`src/rtl/f_fetch_stage_if.sv`:
```
// Instruction-memory port of the F stage: address/request out, ready/data back.
interface f_fetch_stage_if;
    logic [31:0] i_inst_addr;
    logic        i_inst_req;
    logic        i_inst_ready;
    logic [31:0] i_inst_rdata;

    modport master (
        output i_inst_addr,
        output i_inst_req,
        input  i_inst_ready,
        input  i_inst_rdata
    );

    modport slave (
        input  i_inst_addr,
        input  i_inst_req,
        output i_inst_ready,
        output i_inst_rdata
    );
endinterface

```
`src/rtl/f_fetch_stage.sv`:
```
// MIPS F stage: fetch PC, multi-cycle instruction-memory handshake, F/D register,
// and a one-entry buffer that parks a returned word while the hazard unit stalls.
module f_fetch_stage #(
    parameter logic [31:0] PC_RESET = 32'h0000_3000,
    parameter logic [31:0] PC_LO    = 32'h0000_3000,
    parameter logic [31:0] PC_HI    = 32'h0000_6FFC
) (
    input  logic                   clk,
    input  logic                   reset,
    input  logic [31:0]            npc,
    input  logic                   stall,
    input  logic                   flush_D,
    f_fetch_stage_if.master        imem,
    output logic                   f_busy,
    output logic [31:0]            pc_F,
    output logic [31:0]            pc_D,
    output logic [31:0]            instr_D,
    output logic                   valid_D,
    output logic                   exc_adel_D
);

    localparam logic [0:0] FETCH = 1'b0;
    localparam logic [0:0] BUF   = 1'b1;

    logic [0:0]  state;
    logic [31:0] buf_word;
    logic        buf_exc;

    logic        legal;
    logic        got;
    logic        fire;
    logic [31:0] word;
    logic        word_exc;
    logic        req;

    assign legal = (pc_F[1:0] == 2'b00) && (pc_F >= PC_LO) && (pc_F <= PC_HI);

    // Illegal PCs never reach memory; they complete at once as a nop tagged AdEL.
    always_comb begin
        req      = 1'b0;
        got      = 1'b1;
        word     = '0;
        word_exc = 1'b0;
        case (state)
            FETCH: begin
                req      = legal;
                got      = imem.i_inst_ready || !legal;
                word     = legal ? imem.i_inst_rdata : '0;
                word_exc = !legal;
            end
            default: begin
                req      = 1'b0;
                got      = 1'b1;
                word     = buf_word;
                word_exc = buf_exc;
            end
        endcase
    end

    assign imem.i_inst_addr = pc_F;
    assign imem.i_inst_req  = req;
    assign f_busy           = !got;
    assign fire             = got && !stall;

    always_ff @(posedge clk) begin
        if (!reset) begin
            pc_F       <= PC_RESET;
            pc_D       <= '0;
            instr_D    <= '0;
            valid_D    <= 1'b0;
            exc_adel_D <= 1'b0;
            state      <= FETCH;
            buf_word   <= '0;
            buf_exc    <= 1'b0;
        end else begin
            if (fire) begin
                pc_F  <= npc;
                state <= FETCH;
            end else if (got && (state == FETCH)) begin
                buf_word <= word;
                buf_exc  <= word_exc;
                state    <= BUF;
            end

            // Flush wins over both stall and fire for the F/D register only.
            if (flush_D) begin
                pc_D       <= pc_F;
                instr_D    <= '0;
                valid_D    <= 1'b0;
                exc_adel_D <= 1'b0;
            end else if (fire) begin
                pc_D       <= pc_F;
                instr_D    <= word;
                valid_D    <= 1'b1;
                exc_adel_D <= word_exc;
            end
        end
    end

endmodule

```
`src/flat_wrapper.sv`:
```
// flat-port wrapper written by rule: the top's interface ports become plain ports
module f_fetch_stage_flat 
#(
    parameter logic [31:0] PC_RESET = 32'h0000_3000,
    parameter logic [31:0] PC_LO    = 32'h0000_3000,
    parameter logic [31:0] PC_HI    = 32'h0000_6FFC
)
  (clk, reset, npc, stall, flush_D, f_busy, pc_F, pc_D, instr_D, valid_D, exc_adel_D, imem_i_inst_addr, imem_i_inst_req, imem_i_inst_ready, imem_i_inst_rdata);
  f_fetch_stage_if imem_i ();
  input  logic clk;
  input  logic reset;
  input  logic [31:0] npc;
  input  logic stall;
  input  logic flush_D;
  output logic f_busy;
  output logic [31:0] pc_F;
  output logic [31:0] pc_D;
  output logic [31:0] instr_D;
  output logic valid_D;
  output logic exc_adel_D;
  output wire logic [$bits(imem_i.i_inst_addr)-1:0] imem_i_inst_addr;
  output wire logic [$bits(imem_i.i_inst_req)-1:0] imem_i_inst_req;
  input wire logic [$bits(imem_i.i_inst_ready)-1:0] imem_i_inst_ready;
  input wire logic [$bits(imem_i.i_inst_rdata)-1:0] imem_i_inst_rdata;
  assign imem_i_inst_addr = imem_i.i_inst_addr;
  assign imem_i_inst_req = imem_i.i_inst_req;
  assign imem_i.i_inst_ready = imem_i_inst_ready;
  assign imem_i.i_inst_rdata = imem_i_inst_rdata;
  f_fetch_stage #(.PC_RESET(PC_RESET), .PC_LO(PC_LO), .PC_HI(PC_HI)) u_core (.clk(clk), .reset(reset), .npc(npc), .stall(stall), .flush_D(flush_D), .imem(imem_i), .f_busy(f_busy), .pc_F(pc_F), .pc_D(pc_D), .instr_D(instr_D), .valid_D(valid_D), .exc_adel_D(exc_adel_D));
endmodule
```
`config.mk`:
```
export PLATFORM = sky130hd
export DESIGN_NAME = f_fetch_stage_flat
export DESIGN_NICKNAME = d
export VERILOG_FILES = /design/src/rtl/f_fetch_stage_if.sv /design/src/rtl/f_fetch_stage.sv /design/src/flat_wrapper.sv
export SDC_FILE = /design/constraint.sdc
export NUM_CORES = 1
export LEC_CHECK = 0
export ABC_CLOCK_PERIOD_IN_PS = 3900
export CORE_UTILIZATION = 45
export CTS_CLUSTER_SIZE = 8
export DETAILED_ROUTE_END_ITERATION = 6
export GPL_ROUTABILITY_DRIVEN = 0
export GPL_TIMING_DRIVEN = 0
export PLACE_DENSITY = 0.82
export SLEW_MARGIN = 10
export SYNTH_ARGS = -nofsm -noshare
export SYNTH_HDL_FRONTEND = slang
export SYNTH_SLANG_ARGS = --single-unit
```
`constraint.sdc`:
```
create_clock -name clk -period 3.9 [get_ports clk]
set_clock_uncertainty 0.1 [all_clocks]
set_input_delay 0.78 -clock clk [delete_from_list [all_inputs] [get_ports clk]]
set_output_delay 0.78 -clock clk [all_outputs]
set_load 0.005 [all_outputs]
```
; ---- Word level (Yosys, flattened, before mapping)
; Cells that the tools add are included.
[totals]
out_inout_bits = 132
wordCells = 33
ff_bits = 132
input_bits = 69
[op_classes]
n_reduce_logical = 13
n_mux = 7
bitwise = 3
order_cmp = 2
[op_table]
columns = cell, n
row1 = 32-bit two-way mux, 4
row2 = "32-bit by 14-bit greater-or-equal comparator with 1-bit output, second input constant", 1
row3 = "32-bit by 15-bit <= comparator with 1-bit output, second input constant", 1
row4 = 1-bit logical AND, 4
row5 = 2-bit OR reduction, 2
row6 = 1-bit zero test, 3
row7 = 1-bit two-way mux, 3
row8 = 1-bit NOT, 3
row9 = 2-bit zero test, 1
row10 = 2-bit AND reduction, 1
row11 = 2-bit nonzero test, 1
row12 = 1-bit logical OR, 1

; ---- Depth between registers and ports, before layout
; Gate-level depths: netlist of the first run.
[depth]
depth_word = 9
ltp_mapped = 8
depth_no_buf = 5

; ---- Worst setup path after synthesis of the first run
; OpenSTA, ideal clock, no wires.
[synth_path]
kind = flip-flop to output port
from = reg u_core.pc_F[14], in the netlist u_core.imem.i_inst_addr[14]
to = out imem_i_inst_req
stages_incl_launch_ff = 5
n_path_buf = 0
required_time_ns = 3.020
path_slack_ns = 1.781
arrival_ns = 1.239
cell_sequence = dfxtp_1 a21boi_0 o211ai_2 or2_4 nor2_1
[synth_between]
elab_chain_cells = 4
elab_cells_between_ends = 5
classes_between = 2 x order compare / 1 x mux / 2 x reduce/logical
[synth_lines]
columns = element, line
row1 = "start, declared", f_fetch_stage.sv:15  ; output logic [31:0] pc_F,
row2 = "start signal, assigned", f_fetch_stage.sv:77  ; pc_F <= npc;
row3 = 32-bit by 14-bit greater-or-equal comparator with 1-bit output, f_fetch_stage.sv:36  ; assign legal = (pc_F[1:0] == 2'b00) && (pc_F >= PC_LO) && (pc_F <= PC_HI);
row4 = 1-bit logical AND, f_fetch_stage.sv:36
row5 = 1-bit logical AND (*), f_fetch_stage.sv:36
row6 = 1-bit two-way mux (*), f_fetch_stage.sv:44  ; case (state)
row7 = "end, declared", flat_wrapper.sv:22  ; output wire logic [$bits(imem_i.i_inst_req)-1:0] imem_i_inst_req;
; Mark *: on every way between the ends. The rest lies on a longest branch, timed or not.

; ---- Final worst setup path of the first run
[layout_path]
from = in imem_i_inst_ready
to = out f_busy
[layout_between]
elab_chain_cells = 3
[layout_lines]
columns = element, line
row1 = "start, declared", flat_wrapper.sv:23  ; input wire logic [$bits(imem_i.i_inst_ready)-1:0] imem_i_inst_ready;
row2 = 1-bit logical OR, f_fetch_stage.sv:47  ; got = imem.i_inst_ready || !legal;
row3 = 1-bit two-way mux, f_fetch_stage.sv:44
row4 = 1-bit zero test, f_fetch_stage.sv:62  ; assign f_busy = !got;
row5 = "end, declared", flat_wrapper.sv:15  ; output logic f_busy;
; No other way between the ends.

==> results of run 1 <==
==> sequential cells by signal (all words and copies together) (netlist names) <==
register	flops
u_core.buf_word	32
u_core.imem.i_inst_addr	32
u_core.instr_D	32
u_core.pc_D	32
u_core.buf_exc	1
u_core.exc_adel_D	1
u_core.state	1
u_core.valid_D	1
==> final cells by class <==
class / instances / area, sq um / area share
flip-flops and latches: 132 / 2640 / 0.331
multi-input cells: 323 / 2060 / 0.258
repair buffers: 200 / 2000 / 0.251
plain buffers: 78 / 472 / 0.0592
clock buffers: 18 / 439 / 0.0551
well taps: 140 / 175 / 0.0220
clock inverters: 14 / 173 / 0.0217
inverters: 3 / 11.3 / 0.00141
==> per-layer routing <==
layer | up-vias | wire (microns) | track usage
met1 | 2372 | 6530 | 0.311
met3 | 19 | 1230 | 0.0836
met4 | 0 | 227 | 0.0952
li1 | 2357 | - | -
met5 | - | 0 | 0
met2 | 206 | 7710 | 0.458
==> kinds of logic after synthesis <==
| group | Yosys count | share of synthesized area |
|---|---|---|
| AO/OA/AOI/OAI | 168 | 0.225 |
| buffers and inverters | 81 | 0.0932 |
| AND/OR/NAND/NOR | 155 | 0.172 |
| flip-flops | 132 | 0.510 |
==> worst max-delay path, delay by kind of cell <==
family | cells | cell delay [ns]
buf+inv | 2 | 1.14
simple gates | 2 | 0.70
==> worst min-delay path by stage <==
stage | to | cells past startpoint | start
floorplan | u_core.buf_word[10]$_SDFFE_PN0P_ | 1 | u_core.buf_word[10]$_SDFFE_PN0P_
global placement | u_core.exc_adel_D$_SDFFE_PP0P_ | 1 | u_core.exc_adel_D$_SDFFE_PP0P_
detailed placement | u_core.exc_adel_D$_SDFFE_PP0P_ | 1 | u_core.exc_adel_D$_SDFFE_PP0P_
CTS | u_core.exc_adel_D$_SDFFE_PP0P_ | 1 | u_core.exc_adel_D$_SDFFE_PP0P_
global route | u_core.buf_word[18]$_SDFFE_PN0P_ | 1 | u_core.buf_word[18]$_SDFFE_PN0P_
finish | u_core.exc_adel_D$_SDFFE_PP0P_ | 1 | u_core.exc_adel_D$_SDFFE_PP0P_
==> through the flow <==
step / setup slack [ns] / area (sq um) / hold slack [ns] / instances / power, mW
6_report: 0.399 / 7970 / 0.358 / 908 / 3.44
5_1_grt: 0.281 / 7970 / 0.384 / 908 / 3.56
4_1_cts: 0.452 / 7970 / 0.364 / 908 / 3.47
3_5_place_dp: 0.462 / 7360 / 0.351 / 876 / 1.83
3_3_place_gp: 0.491 / 7360 / 0.350 / 876 / 1.82
2_1_floorplan: 1.78 / 5180 / 0.341 / 536 / 1.60
==> power by group through the flow <==
stage	sequential, mW	combinational, mW	clock (mW)
floorplan	1.45	0.151	0
finish	1.43	0.380	1.64
detailed placement	1.46	0.376	0
CTS	1.43	0.380	1.66
global route	1.43	0.409	1.72
global placement	1.45	0.369	0
==> Yosys cell counts, types with 2 or more instances <==
cell type	instances	area, sq um
buf_2	11	55.1
a22o_1	32	280
nand3_1	3	15.0
and3_1	32	200
nor4_2	2	25.0
nand3b_1	32	240
nor2_1	7	26.3
nor4_4	2	42.5
nand2_1	68	255
nor3_1	2	10.0
inv_1	3	11.3
clkbuf_1	29	109
a221o_2	2	22.5
a221o_1	30	300
buf_6	6	67.6
o21ai_0	34	170
dfxtp_1	132	2640
a21oi_1	62	310
buf_4	32	240
==> summary.md, run 1 <==
| Metric | Value |
|---|---|
| Total GRT Usage | 0.266 |
| TritonCTS clock tree | done |
| Worst setup EP type | primary output |
| CP startpoint | imem_i_inst_ready |
| I/O Pins | 201 |
| Relative slew margins | 0.449 |
| Max-cap violations | 0 |
| Cell area after synthesis | 5180 sq um |
| Drt via density | 5.46 |
| CP max stage delay | 0.65 ns |
| Share of power burned in registers | 0.414 |
| Worst Setup Start Kind | input pin |
| Starting Density | 0.470 |
| Fillers | 806 |
| CTS Sinks | 132 |
| Flop2flop setup slack | 1.61 ns |
| Die Y | 109 microns |
| Area grow syn2layout | 53.8% |
| R2R Path Start | u_core.imem.i_inst_addr[27]$_SDFFE_PN0P_ |
| Post-layout nets | 824 |
| DRC | 0 |
| CP arrival | 2.62 ns |
| Wirelength, routed | 15.7 mm |
| Antenna-violating nets left | 0 |
| Worst min path class | reg -> reg |
| Unique masters post-synth | 34 |
| Commonest cells after routing, fill and taps aside | 200 x clkdlybuf4s50_1, 132 x dfxtp_1, 68 x nand2_1, 62 x a21oi_1, 34 x o21ai_0 |
| Status | completed |
| Worst vdd ir | 0.387 mV |
| Fraction of layout cells with a size suffix above 1 | 0.124 |
| CTS resizes | 0 |
| Reg-to-reg endpoint | u_core.imem.i_inst_addr[1]$_SDFFE_PN0P_ |
| Gate count after technology mapping | 536 |
| Clk pin slew, worst setup/hold paths | 0.05 ns |
| H-Tree Depth | 4 |
| R2R cell count | 6 |
| Yosys warnings | 0 |
| Post-synth ARST share | 0 |
| DR WL/cell | 17.3 microns |
| Root Driver | clkbuf_16 |
| First-pass DRT Iterations | 5 |
| Sequential fraction of the synthesis area | 0.510 |
| CP cell instances | clkdlybuf4s50_1, nor2_1, nor4b_1, clkdlybuf4s50_1 |
| Final Hold Vio Count | 0 |
| Switching Share | 0.235 |
| Critical Path End | f_busy |
| Worst slew pin tran | 0.820 ns |
| Final Cycle Share | 0.898 |
| Critical path fanouts, max | 4 |
| Final setup viols | 0 |
| Fmax | 0.286 GHz |
| Post-synth net total | 605 |
| Max-slew violations | 0 |
| Inserted Diodes | 0 |
| Final HPWL DP | 11.2 mm |
| Util after Layout | 0.723 |
| Chip Width | 109 microns |
| Clock latency on the worst-skew pair | 0.41 ns |
| Buffers on Ports | 200 |
| Slowest cell on crit path | clkdlybuf4s50_1 |
| Most common cell after layout, fill and taps aside | clkdlybuf4s50_1 |
| Mean Syn Cell Area | 9.67 sq um |
| Full die area | 12000 sq um |
| Post-CTS Hold Buffers | 0 |
| Proportion of power drawn by combinational gates | 0.110 |
| Tmin final | 3.50 ns |
| Static leakage | 3.15 nW |
| Vias in the first global route | 4836 |
| Pint | 2.63 mW |
| Clock power frac | 0.475 |
| Rows | 38 |
| GR Overflow Total | 0 |
| Post-CTS Setup Inserts | 0 |
| Final TNS setup | 0 ns |
| EDFF count, synth | 0 |
| Core ar. | 11000 sq um |
| Num CTS Buffers | 17 |
| Largest net degree at the start of global routing | 17 |
| RSZ-0062 raised after global routing | false |
| 1st-iter DRT viols | 311 |
| CTS max path bufs | 2 |
| Main synth FF type | dfxtp_1 |
| CP required | 3.02 ns |
| Kind of critical path | in -> out |
| Most frequent CP cell | clkdlybuf4s50_1 |
| Sw Pwr | 0.808 mW |
| Synthesized flop and latch total | 132 |
| Vias | 4954 |
| Initial antenna violation count | 0 |
| PD cells | 432 nW/um^2 |
| First-pass GRT wire length | 24.4 mm |
Note: power is estimated with default switching activity, not from simulation.
==> run 2: changes to the inputs <==
Settings changed: ABC_CLOCK_PERIOD_IN_PS 3900 to not set, CORE_UTILIZATION 45 to 39, PLACE_DENSITY 0.82 to 0.76, REMOVE_ABC_BUFFERS set to 1.
Clock period 3.9 ns to 2.86 ns, I/O delays scaled along.
==> run 2 against run 1 <==
Compared with the run above: worst setup slack got worse by 0.24 ns; non-clock buffer count is 64 lower; register-to-register slack got worse by 1.4 ns; cell area shrank 2.3%; wire length decreased by 4.2%; global-route usage fell by 4.6 points; highest routed layer unchanged.
==> summary.md, run 2 (synthesis results as in run 1) <==
| Metric | Value |
|---|---|
| Relative slew margins | 0.368 |
| Root Driver | clkbuf_16 |
| Multi-input combinational cell area | 2130 sq um |
| Die Y | 117 microns |
| CP max stage delay | 0.39 ns |
| Clock latency on the worst-skew pair | 0.41 ns |
| Most common cell after layout, fill and taps aside | clkdlybuf4s50_1 |
| Static leakage | 2.98 nW |
| Sequential Area | 2640 sq um |
| Final setup viols | 0 |
| DRC | 0 |
| Fmax | 0.371 GHz |
| Worst Setup Start Kind | flip-flop |
| Inserted Diodes | 0 |
| Clk pin slew, worst setup/hold paths | 0.06 ns |
| GR Overflow Total | 0 |
| H-Tree Depth | 4 |
| Post-layout nets | 761 |
| Worst slew pin tran | 0.949 ns |
| Worst vdd ir | 0.365 mV |
| Area grow syn2layout | 50.2% |
| Vias in the first global route | 4563 |
| Tmin final | 2.70 ns |
| Final Cycle Share | 0.943 |
| First-pass GRT wire length | 23.1 mm |
| Commonest cells after routing, fill and taps aside | 197 x clkdlybuf4s50_1, 131 x dfxtp_1, 68 x nand2_1, 62 x a21oi_1, 34 x o21ai_0 |
| Worst hold margin | 0.374 ns |
| I/O Pins | 201 |
| Kind of critical path | reg -> out |
| 1st-iter DRT viols | 335 |
| Max-slew violations | 0 |
| Placed Cells incl. Taps | 838 |
| Worst min path class | reg -> reg |
| Fillers | 1016 |
| Max-cap violations | 0 |
| Fin cells | 877 |
| Rows | 41 |
| Instance area at placement | 7090 sq um |
| Drt via density | 5.37 |
| Fraction of layout cells with a size suffix above 1 | 0.0965 |
| Delay-heaviest family, CP | simple AND/OR/NAND/NOR gates |
| Total GRT Usage | 0.220 |
| Antenna-violating nets left | 0 |
| CP required | 2.19 ns |
| RSZ-0062 raised after global routing | false |
| Final Hold Vio Count | 0 |
| Util after Layout | 0.610 |
| CTS Sinks | 132 |
| Wirelength, routed | 15.0 mm |
| Vias | 4710 |
| Critical path fanouts, max | 6 |
| CTS max path bufs | 2 |
| Final HPWL DP | 9.86 mm |
| Num CTS Buffers | 17 |
| Initial antenna violation count | 0 |
| Full die area | 13800 sq um |
| Chip Width | 117 microns |
| Largest net degree at the start of global routing | 66 |
| PD cells | 580 nW/um^2 |
| Worst setup EP type | primary output |
| CP arrival | 2.03 ns |
| TritonCTS clock tree | done |
| Status | completed |
| Core ar. | 12800 sq um |
| Total power | 4.51 mW |
| DR WL/cell | 17.1 microns |
| Final Cell Area | 7790 sq um |
| Buffers on Ports | 200 |
| CP bufs+invs | 1 |
| CP cell instances | nor4_4, o211ai_2, or2_4, nor2_1, clkbuf_2 |
| Starting Density | 0.406 |
| First-pass DRT Iterations | 4 |
| Slowest cell on crit path | nor4_4 |
## run 2: cell type report
type,instances,area share
Timing Repair Buffer,214,0.284
Inverter,3,0.00145
Clock inverter,15,0.0190
Tap cell,172,0.0276
Clock buffer,17,0.0546
Multi-Input combinational cell,324,0.274
Sequential cell,132,0.340
## run 2: what timing repair did
action / 4_1_cts / 5_1_grt
hold buffers: 0 / 0
resized for setup: 9 / 3
endpoints found under the hold margin: 0 / 0
cloned: 1 / 0
setup endpoints to repair: 58 / 27
buffers inserted: 2 / 3
pin swaps: 2 / 4
## run 2: final timing paths
kind / from / to / slack, ns / depth (start not counted)
max: u_core.imem.i_inst_addr[16]$_SDFFE_PN0P_ / imem_i_inst_req / 0.16 / 5
min: u_core.buf_word[22]$_SDFFE_PN0P_ / u_core.buf_word[22]$_SDFFE_PN0P_ / 0.37 / 1
max reg2reg: u_core.imem.i_inst_addr[16]$_SDFFE_PN0P_ / u_core.buf_word[21]$_SDFFE_PN0P_ / 0.21 / 6
min reg2reg: u_core.buf_word[22]$_SDFFE_PN0P_ / u_core.buf_word[22]$_SDFFE_PN0P_ / 0.37 / 1
## run 2: per-stage QoR
step	TNS, ns	setup slack (ns)
2_1_floorplan	-30.07	-0.953
3_3_place_gp	-210.19	-3.59
3_5_place_dp	-30.82	-0.873
4_1_cts	0	0.0276
5_1_grt	0	0.0743
6_report	0	0.162
## run 2: where the power goes
group	total, mW	leakage, nW	internal [mW]	switching [mW]
Clock	2.08	0.279	1.22	0.860
Combinational	0.484	1.62	0.280	0.204
Sequential	1.95	1.07	1.89	0.0612
Total	4.51	2.98	3.39	1.13
## run 2: per-layer routing
layer  vias up  global-route usage  share of wire
met5         -                   0              0
met3        42              0.0587          0.049
met2       139               0.364           0.50
met4         0               0.130          0.037
met1      2302               0.256           0.42
li1       2227                   -              -
==> run 3: changes to the inputs <==
Settings changed: HOLD_SLACK_MARGIN set to 0.08.
==> results of run 3 <==
Final layout, timing and power as in run 2 (identical DEF).
